**src/rtl/mac_data_loader.sv**
```systemverilog
// rtl/mac_data_loader.sv - byte-stream loader feeding weights and activations to the systolic MAC array
// Double-buffers the weight matrix and hands off activation vectors through a 1-entry output register.
module mac_data_loader #(
   parameter int W = 8,
   parameter int N = 2
) (
   input  logic               clk,
   input  logic               rst_n,
   input  logic               ena,
   input  logic               data_v_i,
   input  logic               data_mode_i,
   input  logic               data_rst_addr_i,
   input  logic [W-1:0]       data_i,
   input  logic               act_rdy_i,
   output logic [N*N*W-1:0]   weight_o,
   output logic               weight_v_o,
   output logic [N*W-1:0]     act_o,
   output logic               act_v_o,
   output logic               ovf_o,
   input  logic [3:0]         ureg_addr_i,
   output logic [7:0]         ureg_data_o
);

   localparam int NW   = N * N;
   localparam int WI_W = (NW > 1) ? $clog2(NW) : 1;
   localparam int AI_W = (N > 1) ? $clog2(N) : 1;

   typedef enum logic [1:0] {
      IDLE   = 2'd0,
      W_FILL = 2'd1,
      A_FILL = 2'd2
   } state_t;

   state_t             r_state;
   logic [WI_W-1:0]    r_widx;
   logic [AI_W-1:0]    r_aidx;
   logic [NW*W-1:0]    r_shadow;
   logic [NW*W-1:0]    r_weight;
   logic               r_weight_v;
   logic [N*W-1:0]     r_abuf;
   logic [N*W-1:0]     r_act;
   logic               r_act_v;
   logic               r_ovf;

   logic               w_wbeat;
   logic               w_abeat;
   logic [WI_W-1:0]    w_widx_eff;
   logic [AI_W-1:0]    w_aidx_eff;
   logic               w_w_last;
   logic               w_a_last;
   logic               w_xfer;
   logic               w_a_drop;
   logic [NW*W-1:0]    w_shadow_nxt;
   logic [N*W-1:0]     w_abuf_nxt;
   logic [1:0]         w_widx2;
   logic [7:0]         w_status;
   logic [7:0]         w_ureg;

   // A beat of the other kind restarts filling at index 0, so the effective index is 0 outside the matching state.
   assign w_wbeat    = data_v_i & ~data_rst_addr_i & ~data_mode_i;
   assign w_abeat    = data_v_i & ~data_rst_addr_i & data_mode_i;
   assign w_widx_eff = (r_state == W_FILL) ? r_widx : '0;
   assign w_aidx_eff = (r_state == A_FILL) ? r_aidx : '0;
   assign w_w_last   = (w_widx_eff == WI_W'(NW - 1));
   assign w_a_last   = (w_aidx_eff == AI_W'(N - 1));
   assign w_xfer     = r_act_v & act_rdy_i;
   assign w_a_drop   = r_act_v & ~act_rdy_i;

   always_comb begin
      w_shadow_nxt = r_shadow;
      for (int k = 0; k < NW; k++) begin
         if (w_widx_eff == WI_W'(k)) w_shadow_nxt[k*W +: W] = data_i;
      end
   end

   always_comb begin
      w_abuf_nxt = r_abuf;
      for (int j = 0; j < N; j++) begin
         if (w_aidx_eff == AI_W'(j)) w_abuf_nxt[j*W +: W] = data_i;
      end
   end

   always_ff @(posedge clk or negedge rst_n) begin
      if (!rst_n) begin
         r_state    <= IDLE;
         r_widx     <= '0;
         r_aidx     <= '0;
         r_shadow   <= '0;
         r_weight   <= '0;
         r_weight_v <= 1'b0;
         r_abuf     <= '0;
         r_act      <= '0;
         r_act_v    <= 1'b0;
         r_ovf      <= 1'b0;
      end else if (ena) begin
         r_weight_v <= 1'b0;
         if (data_rst_addr_i) begin
            r_widx  <= '0;
            r_aidx  <= '0;
            r_ovf   <= 1'b0;
            r_state <= IDLE;
         end else begin
            if (w_xfer) r_act_v <= 1'b0;
            if (w_wbeat) begin
               r_shadow <= w_shadow_nxt;
               r_aidx   <= '0;
               if (w_w_last) begin
                  r_weight   <= w_shadow_nxt;
                  r_weight_v <= 1'b1;
                  r_widx     <= '0;
                  r_state    <= IDLE;
               end else begin
                  r_widx  <= w_widx_eff + WI_W'(1);
                  r_state <= W_FILL;
               end
            end else if (w_abeat) begin
               r_abuf <= w_abuf_nxt;
               r_widx <= '0;
               if (w_a_last) begin
                  r_aidx  <= '0;
                  r_state <= IDLE;
                  // A held, unaccepted vector wins; the newcomer is lost and flagged.
                  if (w_a_drop) begin
                     r_ovf <= 1'b1;
                  end else begin
                     r_act   <= w_abuf_nxt;
                     r_act_v <= 1'b1;
                  end
               end else begin
                  r_aidx  <= w_aidx_eff + AI_W'(1);
                  r_state <= A_FILL;
               end
            end
         end
      end
   end

   assign w_widx2  = 2'(r_widx);
   assign w_status = {r_ovf, r_act_v, r_state[1:0], w_widx2, r_aidx[0], 1'b0};

   always_comb begin
      w_ureg = 8'h00;
      for (int k = 0; k < NW; k++) begin
         if (ureg_addr_i == 4'(k)) w_ureg = 8'(r_weight[k*W +: W]);
      end
      for (int j = 0; j < N; j++) begin
         if (ureg_addr_i == 4'(NW + j)) w_ureg = 8'(r_act[j*W +: W]);
      end
      if (ureg_addr_i == 4'hE) w_ureg = w_status;
      if (ureg_addr_i == 4'hF) w_ureg = 8'hA5;
   end

   assign weight_o    = r_weight;
   assign weight_v_o  = r_weight_v & ena;
   assign act_o       = r_act;
   assign act_v_o     = r_act_v;
   assign ovf_o       = r_ovf;
   assign ureg_data_o = w_ureg;

endmodule

```
**config.mk**
```make
export PLATFORM = sky130hd
export DESIGN_NAME = mac_data_loader
export DESIGN_NICKNAME = d
export VERILOG_FILES = /design/src/rtl/mac_data_loader.sv
export SDC_FILE = /design/constraint.sdc
export NUM_CORES = 1
export LEC_CHECK = 0
export CAP_MARGIN = 0
export CORE_AREA = 8 8 113 115
export DETAILED_ROUTE_END_ITERATION = 8
export DIE_AREA = 0 0 121 123
export SYNTH_ARGS = -nofsm -noshare
export SYNTH_HDL_FRONTEND = slang
export SYNTH_SLANG_ARGS = --single-unit
```
**constraint.sdc**
```tcl
create_clock -name clk -period 2.2 [get_ports clk]
set_input_delay 0.44 -clock clk [delete_from_list [all_inputs] [get_ports clk]]
set_output_delay 0.44 -clock clk [all_outputs]
set_load 0.05 [all_outputs]
```
Word level (Yosys, flattened, before mapping). Index checks and enable logic that the tools add are counted.

Register bits: 104. Input port bits: 19. Output and inout port bits: 59. Word-level logic and storage cells: 91.

Add/subtract/negate cells: 2. Equality and inequality tests: 13. Multiplexer cells: 42. Bitwise logic cells: 11. Reductions and logical operators: 13.

Operator list (count): $mux W8 (14); $mux W1 (19); $mux W2 (9); $eq A4 B2 Y1 const B (2); $eq A4 B3 Y1 const B (2); $eq A4 B4 Y1 const B (2); $reduce_and A4 Y1 (2); $and A1 B1 Y1 (6); $eq A2 B2 Y1 const B (3); $reduce_and A6 Y1 (1); $reduce_bool A2 Y1 (3); $not A1 Y1 (5); $reduce_and A5 Y1 (1); $eq A2 B1 Y1 const B (2); $eq A4 B1 Y1 const B (1); $logic_not A4 Y1 (1); $reduce_and A2 Y1 (2); $reduce_and A3 Y1 (1); $reduce_bool A3 Y1 (1); $add A2 B1 Y2 const B (1); $logic_not A2 Y1 (1); $ne A2 B2 Y1 const B (1); $add A1 B1 Y1 const B (1).

Longest topological paths before layout.
Depth after elaboration: 9. Depth in mapped cells: 9. Gate-level depth less buffers: 7.

Least setup slack after synthesis. Ideal clock, no wire load.

Kind: input-to-output. From: input ureg_addr_i[1]. To: output ureg_data_o[2]. Arrival: 2.345 ns. Data required time: 1.760 ns. Slack: -0.585 ns. Cell stages on the path: 6. Path buffers: 2. Cell sequence: clkbuf_1 > clkbuf_1 > nor2_1 > o21ai_0 > a32oi_1 > o21ai_0.

Longest elaborated chain between the ends: 9. Elaborated cells between the ends (all ways): 16. Those cells by class: eq/ne: 7; mux: 8; reduce/logical: 1.

RTL lines: from (decl) (line 20) `input logic [3:0] ureg_addr_i,`; $logic_not A4 Y1 (line 144) `if (ureg_addr_i == 4'(k)) w_ureg = 8'(r_weight[k*W +: W]);`; $mux W8 (4 in a row) (line 144); $mux W8 (2 in a row) (line 147) `if (ureg_addr_i == 4'(NW + j)) w_ureg = 8'(r_act[j*W +: W]);`; $mux W8 (line 149) `if (ureg_addr_i == 4'hE) w_ureg = w_status;`; $mux W8 * (line 150) `if (ureg_addr_i == 4'hF) w_ureg = 8'hA5;`; to (decl) (line 21) `output logic [7:0] ureg_data_o`.

Every way passes the cells marked *; elsewhere a longest branch is shown, timed or not.

Worst setup path in the final report.
From: register r_weight[27] (netlist: weight_o[27]). To: output ureg_data_o[3].

Longest elaborated chain between the ends: 5.

RTL lines: from (decl) (line 38) `logic [NW*W-1:0] r_weight;`; from (signal assigned) (line 108) `r_weight <= w_shadow_nxt;`; $mux W8 (line 144); $mux W8 (2 in a row) (line 147); $mux W8 (line 149); $mux W8 (line 150).

Every way passes these cells.

==> results.json <==
{
  "first_iter_violations": 135,
  "vias": 3409,
  "synth_compound_area_share_pct": 11.9,
  "wl_mm": 12.9,
  "vdd_drop_max_uv": 363,
  "post-route-min-period_ns": 2.29,
  "fin_cells": 632,
  "muxShareOfSynthArea_pct": 22.0,
  "period_share_pct": 104,
  "antenna-diode-count": 0,
  "root_buffer": "clkbuf_16",
  "synth_nets": 410,
  "syn_to_final_growth_pct": 38.2,
  "initial_core_util_pct": 39.0,
  "ios": 78,
  "design.die.area_sq_mm": 0.0149,
  "ys_seq_area_share_pct": 50.4,
  "p_per_area_mw_per_mm2": 748,
  "via_per_inst": 5.39,
  "netlist_instances": 387,
  "synth.distinct_cells": 45,
  "track_usage_pct": 18.0,
  "worstPathArrival_ns": 1.85,
  "multi_input_area_sq_mm": 0.00207,
  "synth_top_family_by_area": "multiplexers",
  "setup_slack_ns": -0.0939,
  "fp.dieW_um": 121,
  "synth_ff_type": "dfrtp_1",
  "outcome": "complete, but fails checks",
  "syn_area_sq_mm": 0.00432,
  "synth_simple_gate_area_share_pct": 10.4,
  "synth_fa_ha_area_share_pct": 1.16,
  "antenna_found_initial": 0,
  "crit_path_max_fanout": 2,
  "h-tree-depth": 3,
  "core-area_sq_mm": 0.0111,
  "die_h_um": 123,
  "hpwl_mm": 9.26,
  "slew_viol_final": 0,
  "seqCellArea_sq_mm": 0.00218,
  "ctsLongestPathBuffers": 2,
  "yosys_warnings": 0,
  "setup_viol": 2,
  "startpoint_type": "flip-flop",
  "clk-insertion-delay-late_ns": 0.34,
  "hold_viol": 0,
  "cp-end-kind": "output pin",
  "cellLeakagePower_uw": 0.00265,
  "critPathKind": "flip-flop to output pin",
  "clock_sink_count": 87,
  "worst_slew_pin_slew_ns": 0.571,
  "synth_enable_flop_cells": 0,
  "max_freq_mhz": 436,
  "path_clk_slew_ns": 0.07,
  "grt_start_max_net_pins": 38,
  "violations": "setup timing",
  "place_congestion": 0.840,
  "cts_buffers": 9,
  "ant_nets": 0,
  "rsz0062_at_grt": "true",
  "fp-row-count": 39,
  "maxCapViolCount": 0,
  "fill_cells": 966,
  "skew_ns": 0.00624,
  "avgRoutedWirePerCell_um": 20.4,
  "nNetsFinal": 508,
  "synth-xor-area-share_pct": 0,
  "overflow": 0,
  "yosys_register_bits": 87,
  "drc": 0,
  "cts_tree": "yes",
  "dr.pass1.iters": 4,
  "hp-class": "input port to async pin",
  "slew_headroom_pct": 61.8,
  "place_inst": 610,
  "cp_data_required_time_ns": 1.76,
  "grt_pass1_wl_mm": 20.6,
  "dpl_cell_area_sq_mm": 0.00549,
  "fin_area_sq_mm": 0.00597,
  "drive_gt1_share_pct": 30.3,
  "avgSynthCellArea_sq_um": 11.2,
  "grt_pass1_vias": 3556,
  "port_buffers": 77,
  "async_flop_share_pct": 100
}
report_power, final:
part / switching, uW / total (uW) / internal (uW)
sequential: 126 / 1890 / 1770
clock: 606 / 1600 / 992
combinational: 569 / 976 / 406
per-layer routing:
layer	wire, um	global-route usage [%]	part of all wire [%]	up-vias
li1	-	-	-	1587
met1	5440	22.7	42	1705
met2	6250	28.9	49	91
met3	817	4.20	6.3	26
met4	377	8.27	2.9	0
met5	0	0	0	-
cell families after synthesis:
kind of cell | count (synthesis)
AO/OA/AOI/OAI | 84
AND/OR/NAND/NOR | 84
adder cells (fa/ha/maj) | 4
multiplexers | 88
buffers and inverters | 40
flip-flops | 87
worst max-delay path, cell delays in order (launching register included):
cell	delay, ns
dfrtp_2	0.40
or4b_4	0.48
o211ai_1	0.09
o21ai_1	0.10
a32o_2	0.29
buf_8	0.16
metrics by stage:
step	utilization (%)	worst slack [ns]	power, uW	hold slack [ns]	setup TNS (ns)
after global placement	49.6	-0.500	2850	0.439	-3.41
final	53.9	-0.0939	4470	0.0638	-0.111
after detailed placement	49.6	-0.512	2870	0.439	-3.62
after global routing	53.9	-0.116	4640	0.0974	-0.179
after CTS	53.5	-0.0953	4480	0.0756	-0.131
after floorplan	-	-0.209	2470	0.144	-0.285
synthesized netlist by cell type (2+ instances only):
| cell type | n | area (sq um) |
|---|---|---|
| ha_1 | 4 | 50.1 |
| nor2b_1 | 3 | 18.8 |
| a21oi_1 | 10 | 50.1 |
| and2_1 | 2 | 12.5 |
| buf_6 | 3 | 33.8 |
| a32oi_1 | 2 | 17.5 |
| dfrtp_1 | 87 | 2180 |
| clkbuf_1 | 25 | 93.8 |
| inv_1 | 9 | 33.8 |
| or3b_2 | 2 | 17.5 |
| mux2i_1 | 32 | 320 |
| o2bb2ai_1 | 2 | 17.5 |
| mux2_2 | 56 | 631 |
| nand3b_1 | 3 | 22.5 |
| a22o_1 | 7 | 61.3 |
| a2bb2oi_1 | 4 | 35.0 |
| o21ai_0 | 42 | 210 |
| nand2b_1 | 3 | 18.8 |
| buf_2 | 2 | 10.0 |
| nor3b_1 | 2 | 15.0 |
| nand2_1 | 42 | 158 |
| o22ai_1 | 8 | 50.1 |
| nor2_1 | 15 | 56.3 |
state kept, by name, indices dropped and copies added, names as in the netlist:
name and cells:
r_weight_v 1, act_v_o 1, r_shadow 24, r_abuf 8, weight_o 32, act_o 16
ovf_o 1, r_state 2, r_widx 2
placed cells by master, fill, tap and decap left out, types with 4 or more instances in the layout:
cell type / n
dfrtp_1: 86
clkdlybuf4s50_1: 63
mux2_2: 56
nand2_1: 42
o21ai_0: 37
buf_4: 31
mux2i_1: 30
nor2_1: 14
a21oi_1: 10
buf_12: 10
clkbuf_16: 9
buf_6: 9
inv_1: 8
a22o_1: 7
o22ai_1: 5
ha_1: 4
what timing repair did:
action | 4_1_cts | 5_1_grt
buffers inserted | 6 | 0
hold buffers | 0 | 0
gates resized for setup | 41 | 11
pin swaps | 9 | 6
cloned | 1 | 0
setup endpoints to repair | 8 | 8
worst paths after layout:
check	cells after the start	from	slack [ns]	to
min in group clk	1	r_abuf[5]	0.50	r_abuf[5]
setup / recovery	5	weight_o[27]	-0.09	ureg_data_o[3]
max in group asynchronous	2	rst_n	1.50	act_o[1]
hold / removal	1	rst_n	0.06	weight_o[10]
setup reg to reg	7	r_state[0]	0.27	weight_o[29]
hold reg to reg	1	r_abuf[5]	0.50	r_abuf[5]
area by class of cell:
type	count	share of cell area (%)
clock buffer	12	3.96
clock inverter	3	1.15
inverter	9	0.566
multi-input combinational	260	34.7
sequential	87	36.5
tap	143	3.00
timing repair buffer	118	20.2
Note: power is estimated with default switching activity, not from simulation.
